$ cat src/rtl/fp_mul_operand_queue_if.sv
// Operand-queue bus: upstream push side and multiplier-facing pop side.
interface fp_mul_operand_queue_if #(parameter int PTR_W = 2);
  logic             in_valid;
  logic             in_ready;
  logic [31:0]      in_a;
  logic [31:0]      in_b;
  logic             in_half;
  logic             out_valid;
  logic             out_ready;
  logic [31:0]      out_a;
  logic [31:0]      out_b;
  logic             out_selector;
  logic             out_special;
  logic [31:0]      out_special_res;
  logic [PTR_W:0]   count;

  // Queue side
  modport slave (
    input  in_valid, in_a, in_b, in_half, out_ready,
    output in_ready, out_valid, out_a, out_b, out_selector,
           out_special, out_special_res, count
  );

  // Producer/consumer side
  modport master (
    output in_valid, in_a, in_b, in_half, out_ready,
    input  in_ready, out_valid, out_a, out_b, out_selector,
           out_special, out_special_res, count
  );
endinterface

$ cat src/rtl/fp_mul_operand_queue.sv
// Operand FIFO in front of the FP multiplier. Classifies operands at enqueue
// and stores a precomputed IEEE special-case result alongside each pair.
module fp_mul_operand_queue #(
  parameter int DEPTH = 4,
  parameter int PTR_W = 2
) (
  input  logic                  clk,
  input  logic                  rst_n,
  input  logic                  flush,
  fp_mul_operand_queue_if.slave q
);

  typedef struct packed {
    logic [31:0] a;
    logic [31:0] b;
    logic        sel;
    logic        spec;
    logic [31:0] res;
  } entry_t;

  localparam logic [PTR_W:0] FULL_CNT = (PTR_W+1)'(DEPTH);

  entry_t           mem_q [DEPTH];
  logic [PTR_W-1:0] wptr_q, wptr_d;
  logic [PTR_W-1:0] rptr_q, rptr_d;
  logic [PTR_W:0]   count_q, count_d;
  logic             push, pop;
  entry_t           in_ent, head;

  // Returns {special_flag, special_result}. Subnormals count as zero since
  // the multiplier downstream only handles normal operands.
  function automatic logic [32:0] special_case(input logic [31:0] a,
                                                input logic [31:0] b,
                                                input logic        h);
    logic za, zb, oa, ob, mza, mzb, s;
    logic nan_a, nan_b, inf_a, inf_b;
    logic [31:0] qnan, inf, zero;
    za  = h ? (a[14:10] == 5'h0)  : (a[30:23] == 8'h0);
    zb  = h ? (b[14:10] == 5'h0)  : (b[30:23] == 8'h0);
    oa  = h ? (&a[14:10])         : (&a[30:23]);
    ob  = h ? (&b[14:10])         : (&b[30:23]);
    mza = h ? (a[9:0] == 10'h0)   : (a[22:0] == 23'h0);
    mzb = h ? (b[9:0] == 10'h0)   : (b[22:0] == 23'h0);
    s   = h ? (a[15] ^ b[15])     : (a[31] ^ b[31]);
    nan_a = oa & ~mza;
    nan_b = ob & ~mzb;
    inf_a = oa & mza;
    inf_b = ob & mzb;
    qnan = h ? 32'h0000_7E00 : 32'h7FC0_0000;
    inf  = h ? {16'h0, s, 5'h1F, 10'h0} : {s, 8'hFF, 23'h0};
    zero = h ? {16'h0, s, 15'h0}        : {s, 31'h0};
    if (nan_a || nan_b || (inf_a && zb) || (inf_b && za)) return {1'b1, qnan};
    else if (inf_a || inf_b)                              return {1'b1, inf};
    else if (za || zb)                                    return {1'b1, zero};
    else                                                  return 33'h0;
  endfunction

  assign q.in_ready  = (count_q != FULL_CNT);
  assign q.out_valid = (count_q != '0);
  assign push        = q.in_valid && q.in_ready;
  assign pop         = q.out_valid && q.out_ready;
  assign head        = mem_q[rptr_q];

  // Format operands and precompute the special-case result for the new entry
  always_comb begin
    logic [32:0] sp;
    in_ent     = '0;
    in_ent.a   = q.in_half ? {16'h0, q.in_a[15:0]} : q.in_a;
    in_ent.b   = q.in_half ? {16'h0, q.in_b[15:0]} : q.in_b;
    in_ent.sel = q.in_half;
    sp         = special_case(q.in_a, q.in_b, q.in_half);
    in_ent.spec = sp[32];
    in_ent.res  = sp[31:0];
  end

  // Pointer/occupancy next state; flush clears like reset and beats push/pop
  always_comb begin
    wptr_d  = wptr_q;
    rptr_d  = rptr_q;
    count_d = count_q;
    if (flush) begin
      wptr_d  = '0;
      rptr_d  = '0;
      count_d = '0;
    end else begin
      if (push) wptr_d = wptr_q + 1'b1;
      if (pop)  rptr_d = rptr_q + 1'b1;
      case ({push, pop})
        2'b10:   count_d = count_q + 1'b1;
        2'b01:   count_d = count_q - 1'b1;
        default: count_d = count_q;
      endcase
    end
  end

  // Pointer and occupancy registers
  always_ff @(posedge clk) begin
    if (!rst_n) begin
      wptr_q  <= '0;
      rptr_q  <= '0;
      count_q <= '0;
    end else begin
      wptr_q  <= wptr_d;
      rptr_q  <= rptr_d;
      count_q <= count_d;
    end
  end

  // Entry storage; contents need no reset since occupancy gates visibility
  always_ff @(posedge clk) begin
    if (rst_n && !flush && push) mem_q[wptr_q] <= in_ent;
  end

  // Drive head entry to the multiplier, forced to zero when the queue is empty
  always_comb begin
    q.out_a           = '0;
    q.out_b           = '0;
    q.out_selector    = 1'b0;
    q.out_special     = 1'b0;
    q.out_special_res = '0;
    if (q.out_valid) begin
      q.out_a           = head.a;
      q.out_b           = head.b;
      q.out_selector    = head.sel;
      q.out_special     = head.spec;
      q.out_special_res = head.res;
    end
  end

  assign q.count = count_q;

endmodule

$ cat src/flat_wrapper.sv
// flat-port wrapper written by rule: the top's interface ports become plain ports
module fp_mul_operand_queue_flat 
#(
  parameter int DEPTH = 4,
  parameter int PTR_W = 2
)
  (clk, rst_n, flush, q_in_valid, q_in_a, q_in_b, q_in_half, q_out_ready, q_in_ready, q_out_valid, q_out_a, q_out_b, q_out_selector, q_out_special, q_out_special_res, q_count);
  fp_mul_operand_queue_if #(.PTR_W(PTR_W)) q_i ();
  input  logic clk;
  input  logic rst_n;
  input  logic flush;
  input wire logic [$bits(q_i.in_valid)-1:0] q_in_valid;
  input wire logic [$bits(q_i.in_a)-1:0] q_in_a;
  input wire logic [$bits(q_i.in_b)-1:0] q_in_b;
  input wire logic [$bits(q_i.in_half)-1:0] q_in_half;
  input wire logic [$bits(q_i.out_ready)-1:0] q_out_ready;
  output wire logic [$bits(q_i.in_ready)-1:0] q_in_ready;
  output wire logic [$bits(q_i.out_valid)-1:0] q_out_valid;
  output wire logic [$bits(q_i.out_a)-1:0] q_out_a;
  output wire logic [$bits(q_i.out_b)-1:0] q_out_b;
  output wire logic [$bits(q_i.out_selector)-1:0] q_out_selector;
  output wire logic [$bits(q_i.out_special)-1:0] q_out_special;
  output wire logic [$bits(q_i.out_special_res)-1:0] q_out_special_res;
  output wire logic [$bits(q_i.count)-1:0] q_count;
  assign q_i.in_valid = q_in_valid;
  assign q_i.in_a = q_in_a;
  assign q_i.in_b = q_in_b;
  assign q_i.in_half = q_in_half;
  assign q_i.out_ready = q_out_ready;
  assign q_in_ready = q_i.in_ready;
  assign q_out_valid = q_i.out_valid;
  assign q_out_a = q_i.out_a;
  assign q_out_b = q_i.out_b;
  assign q_out_selector = q_i.out_selector;
  assign q_out_special = q_i.out_special;
  assign q_out_special_res = q_i.out_special_res;
  assign q_count = q_i.count;
  fp_mul_operand_queue #(.DEPTH(DEPTH), .PTR_W(PTR_W)) u_core (.clk(clk), .rst_n(rst_n), .flush(flush), .q(q_i));
endmodule
$ cat config.mk
export PLATFORM = sky130hd
export DESIGN_NAME = fp_mul_operand_queue_flat
export DESIGN_NICKNAME = d
export VERILOG_FILES = /design/src/rtl/fp_mul_operand_queue_if.sv /design/src/rtl/fp_mul_operand_queue.sv /design/src/flat_wrapper.sv
export SDC_FILE = /design/constraint.sdc
export NUM_CORES = 1
export LEC_CHECK = 0
export ABC_AREA = 0
export BUFFER_PORTS_ARGS = -buffer_cell sky130_fd_sc_hd__buf_4
export CORE_AREA = 2 2 149 151
export DETAILED_ROUTE_END_ITERATION = 8
export DIE_AREA = 0 0 151 153
export GPL_ROUTABILITY_DRIVEN = 0
export HOLD_SLACK_MARGIN = 0.15
export PLACE_DENSITY = 0.89
export SLEW_MARGIN = 20
export SYNTH_ARGS = -nofsm -noshare
export SYNTH_HDL_FRONTEND = slang
export SYNTH_SLANG_ARGS = --single-unit
$ cat constraint.sdc
create_clock -name clk -period 4.1 [get_ports clk]
set_clock_uncertainty 0.2 [all_clocks]
set_input_delay 0.615 -clock clk [delete_from_list [all_inputs] [get_ports clk]]
set_output_delay 0.615 -clock clk [all_outputs]
set_load 0.01 [all_outputs]
==> out/qor.csv <==
metric,value,unit
status,completed,
synth_top_cell_area_share,0.7172,
finalMaxSlewViolations,0,
dr.pass1.iters,5,
r2r_slack,1.11,ns
yosysSeqAreaShare,0.7322,
diodes,0,
drive_gt1_frac,0.3565,
route.detailed.drc,0,
synth_compound_area_frac,0.008924,
avgRoutedWirePerCell,22.40,um
grt_max_degree,49,
dr_wl_met3,2008,um
numPortBuffers,157,
fillers,1333,
min_to,u_core.wptr_q[1]$_SDFFE_PP0P_,
core-area,21490,um^2
fin_crit,3.429,ns
cts.sinks,297,
required,4.15,ns
ff2ff_path_depth,8,
async_flop_share,0,
yosysMostFrequentCell,edfxtp_1,
cts_tree,done,
start_kind,input pin,
syn-instance-count,622,
dieArea,23100,um^2
arrival,3.48,ns
synth_common_cells,"edfxtp_1 (288), and2_1 (77), mux4_2 (72)",
synth_fa_ha_area_frac,0.006849,
min-delay-path-class,input pin to register,
grt_pass1_wl,37800,um
cts_buffer_depth,3,
setup_viol,0,
pin_count,173,
p_leak,5.078,nW
crit_fanout,6,
min_delay_path_depth,3,
worstSetupPathType,input pin to register,
grt.total_usage,0.2177,
rr_startpoint,u_core.q.count[2]$_SDFFE_PP0P_,
yosys_most_used_dff,edfxtp_1,
powerDensity,437.0,nW/um^2
clk_pin_slew,0.06,ns
r2r_end,u_core.q.count[2]$_SDFFE_PP0P_,
vdd_ir_drop_max,0.3788,mV
drtIter0Drc,480,
area_growth,22.74,%
cts.htree.levels,1,
multiInputGateArea,2943,um^2
nNetsFinal,888,
fmax,291.6,MHz
slew_headroom,0.4538,
synth-simple-area-share,0.08312,
clock_latency,0.53,ns
drtAntennaViolNets,0,
viasPerCell,5.775,
root_buffer,clkbuf_16,
tightestPinTransition,0.8193,ns
die_w,151,um
muxShareOfSynthArea,0.1345,
grt-ovfl-total,0,
synthTopCellsByArea,"edfxtp_1 (72%), mux4_2 (13%), and2_1 (4.0%)",
rows,54,
dr.max_layer_used,met4,
finalCritPeriodShare,0.8363,
seqCellArea,8836,um^2
initial_core_util,0.5612,
syn_area,12060,um^2
post-route-util,0.6888,
ys_warn_count,0,
post_cts_buffers,0,
yosys.area_share.xor_xnor,0.005085,
grt_pass1_vias,6786,
hp-start,q_in_valid,
rsz0062_at_grt,false,
synth_top_family_by_area,multiplexers,
drt-total-wl,24930,um
antenna_found_initial,0,
worstSetupEndpointType,register,
wl_met1,9852,um
synth_area_leader_cell,edfxtp_1,
die_y,153,um
setup_tns,0,ns
ys_ff_latch,297,
cts_made_buffers,30,
drv_cap,0,
synth_edf_count,288,
synth_cell_types,38,
hold_viol_final,0,
syn_avg_cell_area,19.39,um^2
vias,6428,
wl_met2,12700,um
dp_hpwl,15270,um
==> critical path: stages <==
cell           delay (ns)
dlygate4sd3_1        0.54
buf_4                0.16
or4_1                0.56
o41ai_1              0.59
nor4b_2              0.32
o22ai_2              0.13
nor4_1               0.56
==> through the flow <==
step	worst slack (ns)	cells	total power, W	cell area, um^2	hold slack (ns)
3_5_place_dp	0.7307	1028	0.003806	13490	0.2920
2_1_floorplan	0.6804	636	0.003621	12110	0.2692
6_report	0.6711	1113	0.006468	14800	0.1717
5_1_grt	0.5444	1113	0.006665	14800	0.1850
4_1_cts	0.6899	1113	0.006511	14800	0.1611
3_3_place_gp	0.8262	1028	0.003794	13490	0.2882
==> cells in the final DEF, fill, tap and decap left out, types with 7 or more instances in the layout <==
master,Yosys,routed
and2_1,77,73
buf_4,28,161
clkbuf_16,0,31
conb_1,1,15
dfxtp_1,9,7
dlygate4sd3_1,0,32
edfxtp_1,288,288
inv_1,8,8
mux4_2,72,72
nor2_1,14,14
nor2b_1,30,30
nor4_1,11,11
==> cell type report <==
class,count,area share
Tap cell,280,0.02367
Sequential cell,297,0.5971
Multi-Input combinational cell,276,0.1988
Inverter,8,0.002029
Clock buffer,37,0.05394
Timing Repair Buffer,199,0.1114
Clock inverter,16,0.01302
==> report_power, final <==
group | total [W] | leakage [nW] | internal (W) | switching, W
Clock | 0.00270 | 0.473 | 0.00163 | 0.00107
Combinational | 0.000400 | 1.92 | 0.000193 | 0.000207
Sequential | 0.00337 | 2.69 | 0.00336 | 0.0000111
Total | 0.00647 | 5.08 | 0.00518 | 0.00129
==> worst max path at each step <==
stage | end | slack, ns | depth (start not counted) | from
after floorplan | u_core.mem_q[0][14]$_DFFE_PP_ | 0.68 | 4 | flush
after CTS | q_out_special_res[11] | 0.69 | 4 | u_core.q.count[0]$_SDFFE_PP0P_
after detailed placement | u_core.mem_q[3][31]$_DFFE_PP_ | 0.73 | 6 | q_in_b[10]
after global placement | u_core.mem_q[1][15]$_DFFE_PP_ | 0.83 | 6 | q_in_b[10]
final | u_core.mem_q[3][15]$_DFFE_PP_ | 0.67 | 7 | q_in_b[10]
after global routing | q_out_special_res[11] | 0.54 | 4 | u_core.q.count[2]$_SDFFE_PP0P_
==> state kept, by name (all words and copies together) (netlist names), named ones only <==
register,cells
u_core.q.count,3
u_core.mem_q,288
u_core.rptr_q,2
u_core.wptr_q,2
==> metal layers <==
metal	vias to the layer above	global-route usage
met5	-	0
met4	0	0.04940
met3	36	0.04149
met2	309	0.3688
met1	3284	0.2974
li1	2799	-
==> logic make-up after synthesis <==
family	count (synthesis)
fa+ha+maj	6
buf+inv	63
compound gates	13
mux	72
xor+xnor	7
other cells	1
simple gates	163
flops	297
==> what timing repair did <==
| action | in CTS | in global routing |
|---|---|---|
| hold buffers | 32 | 0 |
| hold endpoints to repair | 128 | 0 |
| endpoints found under the setup margin | 0 | 0 |
| gates resized for setup | 0 | 0 |
(Power assumes the default switching activity.)
